`src/rtl/phy_pkg.sv`:
```
// Shared types and constants for the PHY transmit arbiter.
package phy_pkg;

    typedef enum logic [1:0] {
        S_RESET  = 2'd0,
        S_INIT   = 2'd1,
        S_ACTIVE = 2'd2
    } state_t;

    localparam logic [31:0] IDLE_WORD_DEF = 32'hBCBCBCBC;

    localparam logic LANE0 = 1'b0;
    localparam logic LANE1 = 1'b1;

endpackage

```
`src/rtl/phy_rr_grant.sv`:
```
// Combinational two-lane grant: burst-limited round-robin, or lane 0 strict
// priority when PHY_ARB_STRICT_PRIO_EN is defined.
module phy_rr_grant
    import phy_pkg::*;
#(
    parameter int MAX_BURST = 4,
    parameter int BC_W      = 3
) (
    input  logic            valid0,
    input  logic            valid1,
    input  logic            halt,
    input  logic            last_grant,
    input  logic [BC_W-1:0] burst_cnt,
    output logic            gnt_valid,
    output logic            gnt_lane
);

    always_comb begin
        gnt_valid = !halt && (valid0 || valid1);
        gnt_lane  = LANE0;
        if (valid0 && valid1) begin
`ifdef PHY_ARB_STRICT_PRIO_EN
            gnt_lane = LANE0;
`else
            // Stay on the current lane until its burst allowance is used up.
            if (burst_cnt < BC_W'(MAX_BURST))
                gnt_lane = last_grant;
            else
                gnt_lane = ~last_grant;
`endif
        end else if (valid1) begin
            gnt_lane = LANE1;
        end
    end

endmodule

```
`src/rtl/phy_tx_arbiter.sv`:
```
// Two-lane arbiter onto the PHY TX port (clk_2f domain): IDLE-word link init,
// then burst-limited round-robin (strict lane 0 priority with PHY_ARB_STRICT_PRIO_EN).
module phy_tx_arbiter
    import phy_pkg::*;
#(
    parameter int                DATA_W     = 32,
    parameter int                INIT_WORDS = 4,
    parameter logic [DATA_W-1:0] IDLE_WORD  = IDLE_WORD_DEF,
    parameter int                MAX_BURST  = 4,
    parameter int                CNT_W      = 16
) (
    input  logic              clk,
    input  logic              reset,
    input  logic              valid0,
    input  logic [DATA_W-1:0] data0,
    output logic              ready0,
    input  logic              valid1,
    input  logic [DATA_W-1:0] data1,
    output logic              ready1,
    input  logic              halt,
    output logic [DATA_W-1:0] data_out_tx,
    output logic              valid_out_tx,
    output logic              lane_out,
    output logic              link_up,
    output logic [CNT_W-1:0]  tx_count
);

    localparam int BC_W   = $clog2(MAX_BURST + 1);
    localparam int INIT_W = $clog2(INIT_WORDS + 1);

    state_t            state;
    logic [INIT_W-1:0] init_cnt;
    logic              last_grant;
    logic [BC_W-1:0]   burst_cnt;
    logic              gnt_valid;
    logic              gnt_lane;
    logic              xfer;

    phy_rr_grant #(
        .MAX_BURST (MAX_BURST),
        .BC_W      (BC_W)
    ) u_grant (
        .valid0     (valid0),
        .valid1     (valid1),
        .halt       (halt),
        .last_grant (last_grant),
        .burst_cnt  (burst_cnt),
        .gnt_valid  (gnt_valid),
        .gnt_lane   (gnt_lane)
    );

    assign xfer   = (state == S_ACTIVE) && gnt_valid;
    assign ready0 = xfer && (gnt_lane == LANE0);
    assign ready1 = xfer && (gnt_lane == LANE1);

    always_ff @(posedge clk or posedge reset) begin
        if (reset) begin
            state        <= S_RESET;
            init_cnt     <= '0;
            data_out_tx  <= '0;
            valid_out_tx <= 1'b0;
            lane_out     <= LANE0;
            link_up      <= 1'b0;
            tx_count     <= '0;
            last_grant   <= LANE0;
            burst_cnt    <= '0;
        end else begin
            case (state)
                S_RESET: begin
                    state    <= S_INIT;
                    init_cnt <= '0;
                end
                S_INIT: begin
                    valid_out_tx <= 1'b1;
                    data_out_tx  <= IDLE_WORD;
                    if (init_cnt == INIT_W'(INIT_WORDS - 1)) begin
                        state   <= S_ACTIVE;
                        link_up <= 1'b1;
                    end else begin
                        init_cnt <= init_cnt + 1'b1;
                    end
                end
                S_ACTIVE: begin
                    if (xfer) begin
                        data_out_tx  <= (gnt_lane == LANE1) ? data1 : data0;
                        valid_out_tx <= 1'b1;
                        lane_out     <= gnt_lane;
                        tx_count     <= tx_count + 1'b1;
                        if (gnt_lane == last_grant) begin
                            if (burst_cnt < BC_W'(MAX_BURST))
                                burst_cnt <= burst_cnt + 1'b1;
                        end else begin
                            last_grant <= gnt_lane;
                            burst_cnt  <= BC_W'(1);
                        end
                    end else begin
                        valid_out_tx <= 1'b0;
                    end
                end
                default: state <= S_RESET;
            endcase
        end
    end

endmodule

```
`config.mk`:
```
export PLATFORM = sky130hd
export DESIGN_NAME = phy_tx_arbiter
export DESIGN_NICKNAME = d
export VERILOG_FILES = /design/src/rtl/phy_pkg.sv /design/src/rtl/phy_rr_grant.sv /design/src/rtl/phy_tx_arbiter.sv
export SDC_FILE = /design/constraint.sdc
export NUM_CORES = 1
export LEC_CHECK = 0
export BUFFER_PORTS_ARGS = -buffer_cell sky130_fd_sc_hd__buf_4
export CORE_ASPECT_RATIO = 1.2
export CORE_MARGIN = 5
export CORE_UTILIZATION = 40
export DETAILED_ROUTE_END_ITERATION = 8
export PLACE_DENSITY_LB_ADDON = 0.15
export SLEW_MARGIN = 10
export SYNTH_ARGS = -nofsm -noshare
export SYNTH_HDL_FRONTEND = slang
export SYNTH_HIERARCHICAL = 1
export SYNTH_SLANG_ARGS = --single-unit
```
`constraint.sdc`:
```
create_clock -name clk -period 1.8 [get_ports clk]
set_clock_uncertainty 0.2 [all_clocks]
set_input_delay 0.27 -clock clk [delete_from_list [all_inputs] [get_ports clk]]
set_output_delay 0.27 -clock clk [all_outputs]
set_load 0.01 [all_outputs]
```
==> results of run 1 <==
## layer usage
metal / global-route usage [%] / up-vias
li1: - / 1191
met5: 0 / -
met3: 7.03 / 10
met4: 7.67 / 0
met2: 26.5 / 84
met1: 20.6 / 1071
## timing repair
action | in CTS | in global routing
cloned | 1 | 1
hold buffers | 1 | 0
pin swaps | 3 | 3
setup buffers | 6 | 1
endpoints found under the hold margin | 60 | 0
setup endpoints to repair | 2 | 38
resized for setup | 13 | 10
## synth_stat cells, types with 2 or more instances
library cell | number | area, µm²
sky130_fd_sc_hd__nand2_1 | 29 | 109
sky130_fd_sc_hd__nor2_1 | 27 | 101
sky130_fd_sc_hd__ha_1 | 7 | 87.6
sky130_fd_sc_hd__a21oi_1 | 27 | 135
sky130_fd_sc_hd__buf_2 | 8 | 40.0
sky130_fd_sc_hd__dfrtp_1 | 60 | 1500
sky130_fd_sc_hd__and4_1 | 2 | 17.5
sky130_fd_sc_hd__xor2_1 | 2 | 17.5
sky130_fd_sc_hd__xnor2_1 | 16 | 140
sky130_fd_sc_hd__o22ai_1 | 2 | 12.5
sky130_fd_sc_hd__inv_1 | 9 | 33.8
sky130_fd_sc_hd__mux2i_1 | 34 | 340
sky130_fd_sc_hd__nand3_1 | 5 | 25.0
sky130_fd_sc_hd__o21ai_0 | 14 | 70.1
sky130_fd_sc_hd__nand4_1 | 5 | 31.3
sky130_fd_sc_hd__and2_1 | 2 | 12.5
sky130_fd_sc_hd__clkbuf_1 | 3 | 11.3
## where the power goes
part           total (mW)  switching (mW)  internal [mW]
registers            1.79           0.202           1.59
clock network        1.12           0.482          0.641
logic                1.34           0.589          0.755
total                4.26            1.27           2.98
## cell families (layout without fill, tap and decap cells)
group | Yosys count | in the layout | share of synthesized area (%)
AO/OA/AOI/OAI | 49 | 49 | 9.60
XOR/XNOR | 18 | 18 | 5.73
adder cells (fa/ha/maj) | 7 | 7 | 3.18
buffers and inverters | 20 | 169 | 3.09
flip-flops | 60 | 60 | 54.6
multiplexers | 34 | 34 | 12.4
AND/OR/NAND/NOR | 73 | 73 | 11.4
## worst max path at each step
stage / start / end / slack (ns) / depth (start not counted)
2_1_floorplan: burst_cnt[2] / ready1 / 0.02 / 6
3_3_place_gp: state[0] / tx_count[15] / 0.06 / 6
3_5_place_dp: burst_cnt[2] / ready0 / 0.03 / 5
4_1_cts: last_grant / ready0 / -0.05 / 5
5_1_grt: last_grant / ready0 / -0.14 / 5
6_report: last_grant / ready0 / -0.09 / 5
## layout make-up
type | count | area (µm²) | share of cell area (%)
clock inverters | 1 | 5.00 | 0.118
flip-flops and latches | 60 | 1500 | 35.3
inverters | 9 | 37.5 | 0.883
multi-input cells | 181 | 1230 | 29.0
repair buffers | 145 | 1180 | 27.8
clock buffers | 14 | 183 | 4.30
well taps | 87 | 109 | 2.56
## flip-flops by register name (all words and copies together), names as in the netlist
signal and flops:
data_out_tx 32, tx_count 16, burst_cnt 3, init_cnt 3
state 2, lane_out 1, last_grant 1, link_up 1
valid_out_tx 1
## stage by stage
step / hold slack [ns] / power [mW]
3_5_place_dp: 0.184 / 3.01
5_1_grt: 0.0296 / 4.52
3_3_place_gp: 0.184 / 2.98
2_1_floorplan: 0.176 / 2.37
6_report: 0.0330 / 4.26
4_1_cts: 0.0210 / 4.25
## critical path: stages, from the launching register on
cell	delay [ns]
sky130_fd_sc_hd__dfrtp_1	0.41
sky130_fd_sc_hd__xnor2_2	0.16
sky130_fd_sc_hd__a21boi_4	0.24
sky130_fd_sc_hd__buf_12	0.14
sky130_fd_sc_hd__nor2_4	0.03
sky130_fd_sc_hd__buf_6	0.12
==> flow_summary_export.csv, run 1 <==
group,metric,value,unit
synth,post_synth_num_cell_types,26,
die,top_level_i_o_count,122,
setup_path,worst_setup_path_start_kind,"flop",
die,die_height,101,µm
place,portBuffers,121,
cells_and_area,num-nets-final,482,
min_path,min_delay_path_depth,3,
setup_path,crit-reg2reg-launch,"last_grant",
die,placement_rows,33,
sta,final.period_utilization,105,%
outcome,violations,"setup timing",
detailed_routing,detail_route.iter0.violations,39,
detailed_routing,drtPass1Iterations,4,
setup_path,reg2reg_to,"data_out_tx[19]",
cells_and_area,final_cells,497,
power_and_ir_drop,ir_drop,563,µV
synth,postSynthCellCount,261,
grt,globalRoute.totalOverflow,0,
sta,timing_worst_slew_pin_value,0.329,ns
clocking,clock_tree.buffer_depth,2,
min_path,holdCritStartpoint,"data0[22]",
power_and_ir_drop,power.leakage,2.10,nW
min_path,min_to,"data_out_tx[22]",
setup_path,required,1.33,ns
sta,maxClockFrequency,529,MHz
cells_and_area,filler_cells_inserted,578,
synth,proportion_of_synthesized_flip_flops_having_asynchronous_set_or_reset,100,%
setup_path,worst_setup_path_end_kind,"primary output",
sta,period_needed,1.89,ns
die,core-area,6770,µm²
synth,syn-cell-area,2750,µm²
grt,grt_pass1_vias,2453,
power_and_ir_drop,power_per_cell_area,1000,nW/µm²
min_path,hold_class,"input pin to flop",
detailed_routing,detail_route.wirelength,7250,µm
cells_and_area,final_core_util,62.8,%
place,finalWeightedCongestion,0.814,
cells_and_area,finish.instance_area,4250,µm²
die,fp.dieArea,8640,µm²
flow_run,drv_cap,0,
detailed_routing,met2RoutedLength,3480,µm
sta,fin_setup_tns,-0.149,ns
sta,final-hold-violation-count,0,
setup_path,reg2reg_depth,6,
cells_and_area,layout_commonest_cell,"sky130_fd_sc_hd__buf_4",
detailed_routing,routed-wl-met3,642,µm
detailed_routing,wire_per_inst,14.6,µm
cells_and_area,highest_count_cells_in_the_layout_ignoring_fill_and_taps,"135 x sky130_fd_sc_hd__buf_4, 60 x sky130_fd_sc_hd__dfrtp_1, 34 x sky130_fd_sc_hd__mux2i_1",
clocking,cts_inserted_buffers,9,
cells_and_area,diodes,0,
synth,synth_edf_count,0,
synth,synth.ff_latch_count,60,
clocking,worstSkewPairLatency,0.33,ns
setup_path,worst-path-max-fanout,3,
synth,syn_nets,337,
grt,grt_util_all_layers,17.0,%
clocking,clk_root_buffer_cell,"sky130_fd_sc_hd__clkbuf_8",
sta,timing.final.setup_violations,2,
detailed_routing,vias_after_detailed_routing,2356,
sta,finalWorstSetupSlack,-0.0912,ns
cells_and_area,share_of_cells_above_drive_strength_1,42.2,%
die,start_util,40.6,%
cells_and_area,syn2layout_area_growth,54.6,%
grt,antenna_found_initial,0,
synth,synth-main-ff-cell,"sky130_fd_sc_hd__dfrtp_1",
clocking,clock-sinks,60,
grt,grt_start_max_net_pins,61,
place,dpl_cells,472,
clocking,tritoncts_clock_tree,"done",
detailed_routing,routed_via_density,4.74,
synth,synth_area_per_cell,10.5,µm²
synth,ys.warnings.count,6,
place,dp_slack,0.0311,ns
detailed_routing,wirelength_met1,3000,µm
place,detailed_place.area,3870,µm²
synth,synth_sequential_area_ratio,54.6,%
grt,grt_first_pass_wirelength,11300,µm
detailed_routing,top_signal_layer_used,"met4",
setup_path,critPathKind,"flop to primary output",
clocking,cts.reportedPaths.clkPinSlew,0.06,ns
outcome,outcome,"finished, violations left",
detailed_routing,drcViolationCount,0,
sta,timing_max_transition_violations_final,0,
setup_path,cp_data_arrival_time,1.42,ns
die,fp.dieW,85.7,µm
sta,slew_headroom,78.0,%
place,place.detailed.hpwl,5240,µm
detailed_routing,route.antenna.remaining_nets,0,
sta,grt_setup_unrepaired,"true",
setup_path,reg2reg_setup_slack,0,ns
clocking,cts_max_level,3,
Power figures use the tool's default switching activity.
==> run 2: changes to the inputs <==
- SYNTH_HIERARCHICAL: 1 -> default
==> flow_summary_export.csv, run 2 <==
group,metric,value,unit
power_and_ir_drop,power.combinational.fraction,32.2,%
detailed_routing,detail_route.iter0.violations,77,
place,portBuffers,121,
synth,synth-main-ff-cell,"sky130_fd_sc_hd__dfrtp_1",
synth,dominant_cell_type_by_area_after_synthesis,"sky130_fd_sc_hd__dfrtp_1",
outcome,outcome,"finished, violations left",
synth,syn-cell-area,2750,µm²
die,start_util,40.7,%
setup_path,worst_path_largest_cell_delay,0.41,ns
cells_and_area,highest_count_cells_in_the_layout_ignoring_fill_and_taps,"141 x sky130_fd_sc_hd__buf_4, 60 x sky130_fd_sc_hd__dfrtp_1, 35 x sky130_fd_sc_hd__nand2_1",
place,place.detailed.hpwl,5530,µm
detailed_routing,wire_per_inst,14.9,µm
cells_and_area,diodes,0,
grt,grt_start_max_net_pins,23,
die,placement_rows,33,
grt,grt_first_pass_wirelength,12800,µm
cells_and_area,regMostFlops,"data_out_tx",
power_and_ir_drop,p_sw_share,31.0,%
place,finalWeightedCongestion,0.792,
power_and_ir_drop,ir_drop,593,µV
power_and_ir_drop,netSwitchingPower,1.40,mW
clocking,clock-sinks,60,
synth,post_synth_num_cell_types,34,
synth,post_synth_most_frequent_cells,"60 x sky130_fd_sc_hd__dfrtp_1, 35 x sky130_fd_sc_hd__nand2_1, 26 x sky130_fd_sc_hd__inv_1",
cells_and_area,filler_cells_inserted,564,
die,die_height,101,µm
power_and_ir_drop,p_int,3.12,mW
die,fp.dieW,85.7,µm
sta,final-hold-violation-count,0,
cells_and_area,flip_flop_count_of_the_largest_register_after_layout,32,
cells_and_area,num-nets-final,510,
cells_and_area,layout_commonest_cell,"sky130_fd_sc_hd__buf_4",
die,core-area,6770,µm²
setup_path,critPathKind,"flop to primary output",
setup_path,timing.critical_path.cells,"ha_4, and2b_2, o211ai_4, inv_4, buf_6",
clocking,tritoncts_clock_tree,"done",
power_and_ir_drop,power_per_cell_area,1010,nW/µm²
cells_and_area,final_core_util,65.9,%
clocking,cts_inserted_buffers,9,
min_path,hold_class,"input pin to flop",
grt,grt_util_all_layers,18.8,%
cells_and_area,syn2layout_area_growth,62.2,%
sta,period_needed,1.88,ns
grt,antenna_found_initial,0,
detailed_routing,drcViolationCount,0,
grt,grt_pass1_vias,2703,
synth,proportion_of_synthesized_flip_flops_having_asynchronous_set_or_reset,100,%
synth,leading_post_synthesis_cells_by_cell_area,"sky130_fd_sc_hd__dfrtp_1 55%, sky130_fd_sc_hd__nand2_1 4.8%, sky130_fd_sc_hd__o22ai_1 4.8%",
cells_and_area,share_of_cells_above_drive_strength_1,42.6,%
setup_path,cp_data_arrival_time,1.41,ns
grt,globalRoute.totalOverflow,0,
synth,synth.ff_latch_count,60,
setup_path,critical_path.slowest_cell,"sky130_fd_sc_hd__dfrtp_1",
sta,timing_max_transition_violations_final,0,
synth,yosys.cell_count.top_type,"sky130_fd_sc_hd__dfrtp_1",
synth,postSynthCellCount,264,
setup_path,worst-path-max-fanout,3,
synth,synth_area_per_cell,10.4,µm²
sta,finalWorstSetupSlack,-0.0832,ns
power_and_ir_drop,power.share.clock,26.9,%
clocking,clock_tree.buffer_depth,2,
die,top_level_i_o_count,122,
clocking,cts.reportedPaths.clkPinSlew,0.07,ns
clocking,worstSkewPairLatency,0.33,ns
power_and_ir_drop,power.leakage,2.24,nW
setup_path,worst_setup_path_end_kind,"primary output",
outcome,violations,"setup timing",
detailed_routing,route.antenna.remaining_nets,0,
sta,grt_setup_unrepaired,"true",
die,fp.dieArea,8650,µm²
setup_path,cp_num_buf_inv,2,
synth,syn_nets,340,
sta,timing.final.setup_violations,2,
setup_path,worst_path_dominant_cell_family,"flip-flops",
sta,slew_headroom,66.2,%
sta,worst_hold_slack,0.0181,ns
sta,final.period_utilization,105,%
synth,synth_edf_count,0,
synth,ys.warnings.count,0,
cells_and_area,largest_registers,"data_out_tx x32, tx_count x16",
flow_run,drv_cap,0,
setup_path,worst_setup_path_start_kind,"flop",
detailed_routing,drtPass1Iterations,4,
clocking,clk_root_buffer_cell,"sky130_fd_sc_hd__clkbuf_8",
sta,timing_worst_slew_pin_value,0.507,ns
clocking,cts_max_level,3,
power_and_ir_drop,power_frac_seq,40.9,%
detailed_routing,detail_route.wirelength,7840,µm
sta,maxClockFrequency,531,MHz
detailed_routing,routed_via_density,4.89,
synth,synth_sequential_area_ratio,54.5,%
setup_path,required,1.33,ns
synth,synth_top_area_share,54.5,%
detailed_routing,vias_after_detailed_routing,2571,
==> run 2: cell count changes after synthesis, sizes merged, moves of 3 or more <==
cell	before	now
a22oi	0	12
buf	8	11
inv	9	29
mux2i	34	2
nand2	29	35
nor2	27	6
o211ai	0	3
o21ai	15	4
o22ai	2	21
xnor2	16	13
xor2	2	5
==> run 2: power groups by stage <==
stage	sequential [mW]	combinational [mW]	clock, mW
after floorplan	1.97	0.519	0
after global placement	1.85	1.32	0
after detailed placement	1.87	1.35	0
after CTS	1.85	1.44	1.25
after global routing	1.89	1.60	1.32
final	1.85	1.46	1.21
==> run 2: kinds of logic (layout without fill, tap and decap cells) <==
group	Yosys count	count (layout)	synth area share [%]
XOR/XNOR	18	18	5.73
AND/OR/NAND/NOR	62	62	11.6
flip-flops	60	60	54.5
buffers and inverters	41	216	6.59
AO/OA/AOI/OAI	72	72	16.8
adder cells (fa/ha/maj)	7	7	3.18
multiplexers	4	4	1.55
==> run 2: final cells by class <==
cell class                      instances  area, µm²  area share (%)
Timing Repair Buffer                  171       1380            30.9
Inverter                               29        118            2.63
Clock buffer                           12        155            3.47
Clock inverter                          4       47.5            1.06
Sequential cell                        60       1500            33.6
Tap cell                               87        109            2.44
Multi-Input combinational cell        163       1150            25.8
==> run 2: worst register-to-register path: cells and delay by family, from the launching register on <==
| kind | cells | cell delay (ns) |
|---|---|---|
| AOI/OAI and AO/OA | 2 | 0.31 |
| adders and majority gates | 1 | 0.17 |
| buffers and inverters | 2 | 0.26 |
| DFF | 1 | 0.41 |
| and+or+nand+nor | 2 | 0.31 |
==> run 2: repair_timing <==
item,CTS,global route
gates cloned,0,0
buffers inserted,5,3
hold endpoints to repair,31,0
setup endpoints to repair,3,35
hold buffers,26,0
resized for setup,11,11
pin swaps,2,6
==> run 2: per-stage QoR <==
step | cell area, µm² | cells | setup slack (ns) | power [mW] | TNS (ns)
3_5_place_dp | 3850 | 477 | -0.0168 | 3.22 | -0.0168
4_1_cts | 4400 | 524 | -0.0968 | 4.54 | -0.186
3_3_place_gp | 3850 | 477 | 0.0217 | 3.18 | 0
5_1_grt | 4470 | 526 | -0.148 | 4.81 | -0.742
6_report | 4470 | 526 | -0.0832 | 4.52 | -0.165
2_1_floorplan | 2760 | 264 | 0.0242 | 2.49 | 0
==> run 2: routing by layer <==
layer  vias up  GRT usage (%)  wire length (µm)
li1       1253              -                 -
met2        85           31.5              4090
met1      1213           21.3              2990
met3        20           5.23               526
met4         0           10.8               232
met5         -              0                 0
==> run 2: final timing paths <==
path,startpoint,to,slack [ns],cells after the start
max in group asynchronous,reset,data_out_tx[4],0.60,4
worst min register to register,link_up,link_up,0.26,1
min in group asynchronous,reset,tx_count[9],0.34,3
worst max register to register,state[1],data_out_tx[25],0.04,7
worst min-delay path,data0[3],data_out_tx[3],0.02,3
worst max-delay path,state[1],ready0,-0.08,5
